===== src/rtl/pc_seq_pkg.sv =====
// Shared types and helpers for the fetch-stage next-PC sequencer.
package pc_seq_pkg;

  typedef enum logic [1:0] {
    BOOT = 2'd0,
    RUN  = 2'd1,
    WAIT = 2'd2,
    HALT = 2'd3
  } pc_seq_state_e;

  // Width of a word-index PC able to address max_num_instruc words.
  function automatic int pc_w(input int max_num_instruc);
    return (max_num_instruc > 1) ? $clog2(max_num_instruc) : 1;
  endfunction

endpackage


===== src/rtl/pc_seq_perf.sv =====
// Saturating performance counters for pc_sequencer (stall cycles, redirects, halt entries).
module pc_seq_perf (
  input  logic        clk_i,
  input  logic        reset_i,
  input  logic        clear_i,
  input  logic        stall_evt_i,
  input  logic        redirect_evt_i,
  input  logic        halt_evt_i,
  output logic [31:0] stall_cnt_o,
  output logic [31:0] redirect_cnt_o,
  output logic [15:0] halt_cnt_o
);

  logic [31:0] stall_cnt_q, stall_cnt_d;
  logic [31:0] redirect_cnt_q, redirect_cnt_d;
  logic [15:0] halt_cnt_q, halt_cnt_d;

  always_comb begin
    stall_cnt_d    = stall_cnt_q;
    redirect_cnt_d = redirect_cnt_q;
    halt_cnt_d     = halt_cnt_q;
    if (clear_i) begin
      stall_cnt_d    = '0;
      redirect_cnt_d = '0;
      halt_cnt_d     = '0;
    end else begin
      // Each counter sticks at all-ones instead of wrapping.
      if (stall_evt_i && (stall_cnt_q != '1))       stall_cnt_d    = stall_cnt_q + 32'd1;
      if (redirect_evt_i && (redirect_cnt_q != '1)) redirect_cnt_d = redirect_cnt_q + 32'd1;
      if (halt_evt_i && (halt_cnt_q != '1))         halt_cnt_d     = halt_cnt_q + 16'd1;
    end
  end

  always_ff @(posedge clk_i or negedge reset_i) begin
    if (!reset_i) begin
      stall_cnt_q    <= '0;
      redirect_cnt_q <= '0;
      halt_cnt_q     <= '0;
    end else begin
      stall_cnt_q    <= stall_cnt_d;
      redirect_cnt_q <= redirect_cnt_d;
      halt_cnt_q     <= halt_cnt_d;
    end
  end

  assign stall_cnt_o    = stall_cnt_q;
  assign redirect_cnt_o = redirect_cnt_q;
  assign halt_cnt_o     = halt_cnt_q;

endmodule


===== src/rtl/pc_sequencer.sv =====
// Next-PC controller for the fetch stage: advance, redirect, stall/halt hold, pending redirect.
// Optional counters are enabled by defining PC_SEQ_PERF_EN.
module pc_sequencer
  import pc_seq_pkg::*;
#(
  parameter  int MaxNumInstruc = 100,
  localparam int PcW           = pc_w(MaxNumInstruc)
) (
  input  logic           clk_i,
  input  logic           reset_i,
  input  logic [PcW-1:0] pc_cur_i,
  input  logic           stall_i,
  input  logic           mem_wait_i,
  input  logic           redirect_i,
  input  logic [PcW-1:0] redirect_target_i,
  input  logic           halt_i,
  input  logic           restart_i,
  output logic [PcW-1:0] pc_next_o,
  output logic           fetch_valid_o,
  output logic           flush_o,
  output logic           halted_o,
  output logic           range_err_o
`ifdef PC_SEQ_PERF_EN
  ,
  output logic [31:0]    stall_cnt_o,
  output logic [31:0]    redirect_cnt_o,
  output logic [15:0]    halt_cnt_o
`endif
);

  localparam logic [PcW-1:0] LastPc  = PcW'(MaxNumInstruc - 1);
  localparam logic [PcW:0]   DepthCmp = (PcW + 1)'(MaxNumInstruc);

  pc_seq_state_e  state_q, state_d;
  logic [PcW-1:0] pend_q, pend_d;
  logic           range_err_q, range_err_d;
  logic           tgt_oob;

  // One extra bit so a depth of exactly 2**PcW still compares correctly.
  assign tgt_oob = ({1'b0, redirect_target_i} >= DepthCmp);

  // While reset is held the state sits in BOOT, whose outputs are already all zero.
  always_comb begin
    // NOTE: every combinational output gets a default first so no path infers a latch.
    state_d       = state_q;
    pend_d        = pend_q;
    range_err_d   = range_err_q;
    pc_next_o     = pc_cur_i;
    fetch_valid_o = 1'b0;
    flush_o       = 1'b0;

    unique case (state_q)
      BOOT: begin
        pc_next_o = '0;
        state_d   = RUN;
      end

      RUN: begin
        fetch_valid_o = !(halt_i || redirect_i || mem_wait_i);
        if (halt_i) begin
          flush_o = 1'b1;
          state_d = HALT;
        end else if (redirect_i && tgt_oob) begin
          flush_o     = 1'b1;
          range_err_d = 1'b1;
          state_d     = HALT;
        end else if (redirect_i && mem_wait_i) begin
          flush_o = 1'b1;
          pend_d  = redirect_target_i;
          state_d = WAIT;
        end else if (redirect_i) begin
          // The branch is older than any stalled instruction, so it wins over stall_i.
          flush_o   = 1'b1;
          pc_next_o = redirect_target_i;
        end else if (!(stall_i || mem_wait_i)) begin
          if (pc_cur_i == LastPc) state_d = HALT;
          else                    pc_next_o = pc_cur_i + PcW'(1);
        end
      end

      WAIT: begin
        if (halt_i) begin
          pend_d  = '0;
          state_d = HALT;
        end else if (redirect_i && tgt_oob) begin
          range_err_d = 1'b1;
          state_d     = HALT;
        end else begin
          if (redirect_i) pend_d = redirect_target_i;
          if (!mem_wait_i) begin
            pc_next_o = pend_d;
            state_d   = RUN;
          end
        end
      end

      HALT: begin
        if (restart_i) begin
          pc_next_o   = '0;
          flush_o     = 1'b1;
          range_err_d = 1'b0;
          state_d     = RUN;
        end
      end

      default: state_d = BOOT;
    endcase
  end

  always_ff @(posedge clk_i or negedge reset_i) begin
    if (!reset_i) begin
      state_q     <= BOOT;
      pend_q      <= '0;
      range_err_q <= 1'b0;
    end else begin
      // NOTE: state updates use non-blocking assignment so all flops sample the same pre-edge values.
      state_q     <= state_d;
      pend_q      <= pend_d;
      range_err_q <= range_err_d;
    end
  end

  assign halted_o    = (state_q == HALT);
  assign range_err_o = range_err_q;

`ifdef PC_SEQ_PERF_EN
  logic active, stall_evt, redirect_evt, halt_evt;

  assign active       = (state_q == RUN) || (state_q == WAIT);
  assign stall_evt    = active && !fetch_valid_o;
  assign redirect_evt = active && redirect_i && !halt_i && !tgt_oob;
  assign halt_evt     = (state_d == HALT) && (state_q != HALT);

  pc_seq_perf u_perf (
    .clk_i          (clk_i),
    .reset_i        (reset_i),
    .clear_i        (restart_i),
    .stall_evt_i    (stall_evt),
    .redirect_evt_i (redirect_evt),
    .halt_evt_i     (halt_evt),
    .stall_cnt_o    (stall_cnt_o),
    .redirect_cnt_o (redirect_cnt_o),
    .halt_cnt_o     (halt_cnt_o)
  );
`endif

endmodule


===== config.mk =====
export PLATFORM = sky130hd
export DESIGN_NAME = pc_sequencer
export DESIGN_NICKNAME = d
export VERILOG_FILES = /design/src/rtl/pc_seq_pkg.sv /design/src/rtl/pc_seq_perf.sv /design/src/rtl/pc_sequencer.sv
export SDC_FILE = /design/constraint.sdc
export NUM_CORES = 1
export LEC_CHECK = 0
export ABC_CLOCK_PERIOD_IN_PS = 2600
export CORE_MARGIN = 2
export CORE_UTILIZATION = 50
export CTS_BUF_LIST = sky130_fd_sc_hd__clkbuf_8 sky130_fd_sc_hd__clkbuf_16
export DETAILED_ROUTE_END_ITERATION = 10
export PLACE_DENSITY = 0.8
export SLEW_MARGIN = 20
export SYNTH_ARGS = -nofsm -noshare
export SYNTH_HDL_FRONTEND = slang
export SYNTH_SLANG_ARGS = --single-unit

===== constraint.sdc =====
create_clock -name clk_i -period 2.6 [get_ports clk_i]
set_input_delay 0.52 -clock clk_i [delete_from_list [all_inputs] [get_ports clk_i]]
set_output_delay 0.52 -clock clk_i [all_outputs]
set_load 0.01 [all_outputs]

## Yosys cells after proc, flatten, opt, wreduce, memory -nomap -nowiden

Index checks and enable logic that the tools add are counted.

| storage, ports and cells | value |
|---|---|
| word-level logic and storage cells | 73 |
| output and inout port bits | 11 |
| input bits | 21 |
| register bits | 10 |

| operators by class | value |
|---|---|
| magnitude comparators | 1 |
| mux-type cells | 40 |
| reductions and logical operators | 13 |
| add/subtract/negate cells | 1 |
| eq/ne operators | 15 |

Operators with widths:

| operator | number |
|---|---|
| $mux 7 | 16 |
| $pmux 7 s4 | 1 |
| $mux 2 | 10 |
| $ne 5x5->1 const B | 3 |
| $pmux 7 s2 | 1 |
| $ne 2x2->1 const B | 5 |
| $reduce_and 5->1 | 2 |
| $mux 1 | 9 |
| $pmux 2 s4 | 1 |
| $add 7x1->7 const B | 1 |
| $eq 7x7->1 const B | 1 |
| $ge 7x7->1 const B | 1 |
| $eq 2x2->1 const B | 2 |
| $ne 4x4->1 const B | 1 |
| $pmux 1 s2 | 2 |
| $reduce_and 4->1 | 1 |
| $reduce_bool 2->1 | 2 |
| $logic_or 1x1->1 | 3 |
| $ne 3x3->1 const B | 1 |
| $eq 2x1->1 const B | 1 |
| $logic_and 1x1->1 | 2 |
| $logic_not 2->1 | 1 |
| $ne 2x1->1 const B | 1 |
| $reduce_or 2->1 | 1 |
| $logic_not 1->1 | 1 |

## Depth between registers and ports, before layout

| logic depth | value |
|---|---|
| word-level depth | 8 |
| mapped depth | 8 |
| gate-level depth less buffers | 7 |

## Least setup slack after synthesis

Ideal clock, no wire load.

| timing | value |
|---|---|
| path kind | in2out |
| start | input redirect_target_i[4] |
| end | output pc_next_o[4] |
| slack | 0.167 ns |
| arrival time | 1.913 ns |
| required time | 2.080 ns |
| cell stages on the path | 4 |
| buffers on the path | 0 |
| cell sequence | or3_4 -> a2111oi_4 -> a22oi_1 -> a221oi_2 |

| between the ends | value |
|---|---|
| cells in the longest elaborated chain, start to end | 5 |
| elaborated cells between the ends (all ways) | 11 |
| classes of those cells | 1 x order compare; 9 x mux; 1 x reduce/logical |

Ends and longest elaborated chain:

| element | line | RTL |
|---|---|---|
| from (decl) | pc_sequencer.sv:15 | `input logic [PcW-1:0] redirect_target_i,` |
| $ge 7x7->1, or another cell as far along | pc_sequencer.sv:40 | `assign tgt_oob = ({1'b0, redirect_target_i} >= DepthCmp);` |
| $logic_and 1x1->1, or another cell as far along | pc_sequencer.sv:63, pc_sequencer.sv:85 |  |
| $mux 7 (on tied branches) | pc_sequencer.sv:85, pc_sequencer.sv:63 |  |
| $mux 7 (on tied branches) | pc_sequencer.sv:82, pc_sequencer.sv:60 |  |
| $pmux 7 s4 (*) | pc_sequencer.sv:52 | `unique case (state_q)` |
| to (decl) | pc_sequencer.sv:18 | `output logic [PcW-1:0] pc_next_o,` |

Every way passes the cells marked *; elsewhere a longest branch is shown, timed or not.

## Final worst setup path

| timing | value |
|---|---|
| start | input redirect_target_i[3] |
| end | output pc_next_o[4] |

| between the ends | value |
|---|---|
| cells in the longest elaborated chain, start to end | 5 |
| elaborated cells between the ends (all ways) | 7 |
| classes of those cells | 1 x order compare; 5 x mux; 1 x reduce/logical |

Ends and longest elaborated chain:

| element | line |
|---|---|
| $ge 7x7->1 (*) | pc_sequencer.sv:40 |
| $logic_and 1x1->1 (*) | pc_sequencer.sv:63, pc_sequencer.sv:85 |
| $mux 7 (on tied branches) | pc_sequencer.sv:85, pc_sequencer.sv:63 |
| $mux 7 (on tied branches) | pc_sequencer.sv:82, pc_sequencer.sv:60 |
| $pmux 7 s4 (*) | pc_sequencer.sv:52 |

Marks and branches as above.

==> run summary <==
The flow ran to the end, but the final reports show violations. The final reports fail on negative setup slack. The initial DRC count is 321. The area of the core came out at 0.00254 sq mm. The number of max-slew violations in the final report is 0. Counting along the longest clock path gives a buffer depth of 2. The post-layout instance area is roughly 0.0024 sq mm. The endpoint required time on the critical path is 2.08 ns. The last weighted congestion value of the routability-driven placer came out at between 0.9 and 1. The analysis attributes to net switching a power of 0.813 mW. The peak clock frequency supported by timing came out at between 300 and 400 MHz. The starting density of the core came out at 0.538. The internal power of the cells totals about 0.91 mW. After floorplanning, the core was divided into 18 placement rows. The worst setup path is captured at an output port.

The critical path is of the in -> out type. The post-synth design cell area is 0.00137 sq mm. Setup repair after global routing could not meet its margin everywhere.

The library cell used most frequently in the layout, excluding fill and tap cells, is sky130_fd_sc_hd__buf_4. The number of endpoints failing setup at the final stage is 7. The half-perimeter wire length of the detailed placement result is 4160 microns. The number of remaining DRC errors came out at 0.

The via density per instance is about 7.4. The number of antenna violations at the first check in global routing is 0. The delay contributed by the slowest stage of the critical path is 0.40 ns.

The post-place setup slack came out at -0.892 ns. The top-level port count came out at 32. 0 antenna diodes ended up in the layout. The share of post-route cells with drive strength above 1 is 0.507. Power spread over the standard cell area amounts to a little over 700 mW/mm^2. After layout, the worst setup slack is -0.256 ns.

The critical path goes through buf_8 -> or3_4 -> a2111oi_4 -> buf_4 -> buf_6 -> a22oi_2 -> a221oi_2 -> buf_2. The die footprint is approximately 0.0032 sq mm. The clock reaches the later pin of the worst-skew pair after between 0.2 and 0.25 ns. The x dimension of the die is around 56 microns. In this run the worst hold path is classified as reg -> reg. The die span in y came out at between 50 and 60 microns. The post-synthesis to final-layout area growth is 75.7%. The first detailed-routing pass took 7 iterations. After synthesis the netlist holds a flip-flop and latch count of 10. The net count reported at finish is 304. The post-synthesis async set-or-reset flop share is 1.00. The number of global-route vias before repair is between 2000 and 2500. The share of total power dissipated in sequential elements is 0.166. The headroom to the max-slew limit is 0.609. On the critical path, the stage with the largest delay is an instance of sky130_fd_sc_hd__or3_4.

The number of enable-type register cells in the synthesized netlist came out at 0. The total length of routed wires came out at between 7000 and 8000 microns. The sort of element at the start of the critical path is a primary input.

The number of nets with antenna violations after routing is 0. The transition at the pin with the smallest max-transition slack came out at 0.584 ns. The CTS clock-pin slew for the worst setup and hold paths is about 0.040 ns. The logic gate share of total power is 0.744. The CTS sink count is 10. The total CTS buffers is 3. The switching share of total power came out at 0.472. The peak fanout along the critical path came out at 3. The total nets after synthesis is slightly above 200. The deepest level of the CTS H-tree came out at 1. The sequential fraction of the synthesis area is 0.183. The overall routing resource usage is 0.480.

The leakage component of the power is approximately 1.1 nW. The arrival time at the worst endpoint came out at approximately 2.3 ns. The cell count after synthesis came out at 177.

TritonCTS built the clock tree. The most used flip-flop cell after synthesis is sky130_fd_sc_hd__dfrtp_1. In the final routed layout, each cell accounts on average for between 20 and 30 microns. The total congestion overflow is 0. Of the available clock period, the critical path in the final layout requires 1.10.

In this run the cell area measured after placement is 0.00209 sq mm. The count of unique library cells instantiated by Yosys came out at just over 50. In the layout the commonest cells are sky130_fd_sc_hd__buf_4 (67), sky130_fd_sc_hd__nand2_1 (15), sky130_fd_sc_hd__o21ai_0 (15), sky130_fd_sc_hd__inv_1 (13), sky130_fd_sc_hd__a21oi_1 (13). The tool flagged a number of max-cap violations equal to 0.

Entering global routing, the biggest net connects 19 pins. The clock power share is 0.090. For the final database, setup skew stands at approximately 0.0013 ns. The count of synthesis-stage warnings from yosys came out at 0. The vias after detailed routing came out at roughly 2300. The time the worst path needs with I/O delays and setup is between 2 and 3 ns. The global-route wire length before repair came out at between 10000 and 15000 microns. The port buffer count came out at 31. The peak supply drop came out at 920 uV.

The final count of hold timing violations is 0. In this run the clock root is driven by a sky130_fd_sc_hd__clkbuf_8. The average size of a mapped cell is a little under 8 sq um.
[sequential cells by signal, indices dropped and copies added (netlist names)]
| name | cells |
|---|---|
| pend_q | 7 |
| range_err_o | 1 |
| state_q | 2 |
[final cells by class]
cell class,count,area [sq um]
clock buffers,3,41.3
fillers,77,140
inverters,13,48.8
multi-input cells,144,1190
flip-flops and latches,10,250
well taps,30,37.5
repair buffers,106,837
[worst max-delay path: cells and delay by family]
kind	cells	cell delay (ns)
AOI/OAI and AO/OA	3	0.81
and+or+nand+nor	1	0.40
buffers and inverters	4	0.60
[cell families after synthesis]
family                     Yosys count  share of synthesized area
AOI/OAI and AO/OA                   70                      0.359
and+or+nand+nor                     62                      0.249
buffers and inverters               23                      0.111
DFF                                 10                      0.183
muxes                                6                     0.0466
adders and majority gates            5                     0.0457
xor gates and xnor gates             1                    0.00640
[power by group through the flow]
stage | logic [mW] | clock network [mW] | registers [mW]
finish | 1.28 | 0.156 | 0.285
global route | 1.32 | 0.163 | 0.286
CTS | 1.07 | 0.159 | 0.273
detailed placement | 1.04 | 0 | 0.267
global placement | 1.00 | 0 | 0.260
floorplan | 0.537 | 0 | 0.261
[worst paths after layout]
path                            cells past startpoint                  from      endpoint  slack [ns]
worst max-delay path                                8  redirect_target_i[3]  pc_next_o[4]       -0.26
worst min-delay path                                2             pend_q[5]     pend_q[5]        0.55
worst max register to register                      8            state_q[1]     pend_q[2]        0.44
worst min register to register                      2             pend_q[5]     pend_q[5]        0.55
max in group asynchronous                           1               reset_i     pend_q[1]        1.71
min in group asynchronous                           1               reset_i     pend_q[2]        0.59
[metrics by stage]
| step | util | hold slack, ns | setup TNS (ns) | cells | power (mW) |
|---|---|---|---|---|---|
| after floorplan | - | 0.224 | 0 | 177 | 0.798 |
| final | 0.945 | 0.555 | -0.668 | 306 | 1.72 |
| after detailed placement | 0.820 | 0.503 | -6.37 | 291 | 1.31 |
| after CTS | 0.895 | 0.534 | -0.227 | 302 | 1.50 |
| after global placement | 0.820 | 0.489 | -5.81 | 291 | 1.26 |
| after global routing | 0.945 | 0.578 | -0.780 | 306 | 1.77 |
[timing repair]
action                                  CTS  global route
endpoints found under the setup margin    9             7
resized for setup                        93            41
pin swaps                                16            14
hold buffers                              0             0
setup buffers                             8             5
hold endpoints to repair                  0             0
[metal layers]
| metal | GRT usage | vias up | wire length (microns) |
|---|---|---|---|
| li1 | - | 868 | - |
| met1 | 0.527 | 1020 | 2690 |
| met2 | 0.724 | 261 | 3450 |
| met3 | 0.200 | 102 | 969 |
| met4 | 0.374 | 0 | 788 |
| met5 | 0 | - | 0 |
[Yosys cell counts (2+ instances only)]
| cell type | instances | area share |
|---|---|---|
| sky130_fd_sc_hd__mux2_2 | 2 | 0.016 |
| sky130_fd_sc_hd__clkbuf_1 | 2 | 0.0055 |
| sky130_fd_sc_hd__and4b_1 | 2 | 0.015 |
| sky130_fd_sc_hd__o32a_1 | 2 | 0.015 |
| sky130_fd_sc_hd__dfrtp_1 | 10 | 0.18 |
| sky130_fd_sc_hd__nor3_1 | 4 | 0.015 |
| sky130_fd_sc_hd__o21ai_0 | 19 | 0.069 |
| sky130_fd_sc_hd__nand2b_1 | 5 | 0.023 |
| sky130_fd_sc_hd__and2b_2 | 2 | 0.013 |
| sky130_fd_sc_hd__nor4_1 | 4 | 0.018 |
| sky130_fd_sc_hd__a22oi_1 | 4 | 0.022 |
| sky130_fd_sc_hd__nor2_1 | 8 | 0.022 |
| sky130_fd_sc_hd__or2_2 | 2 | 0.0091 |
| sky130_fd_sc_hd__a21oi_1 | 16 | 0.059 |
| sky130_fd_sc_hd__o211ai_1 | 2 | 0.011 |
| sky130_fd_sc_hd__inv_1 | 13 | 0.036 |
| sky130_fd_sc_hd__clkbuf_8 | 5 | 0.050 |
| sky130_fd_sc_hd__nand3_1 | 7 | 0.026 |
| sky130_fd_sc_hd__nand2_1 | 17 | 0.047 |
| sky130_fd_sc_hd__ha_1 | 5 | 0.046 |
| sky130_fd_sc_hd__a31oi_1 | 3 | 0.014 |
| sky130_fd_sc_hd__a221oi_2 | 2 | 0.022 |
| sky130_fd_sc_hd__mux2i_1 | 3 | 0.022 |
| sky130_fd_sc_hd__o31ai_1 | 3 | 0.016 |
| sky130_fd_sc_hd__o2bb2ai_1 | 2 | 0.013 |
| sky130_fd_sc_hd__o22ai_1 | 3 | 0.014 |
| sky130_fd_sc_hd__and3_1 | 6 | 0.027 |
Note: power is estimated with default switching activity, not from simulation.
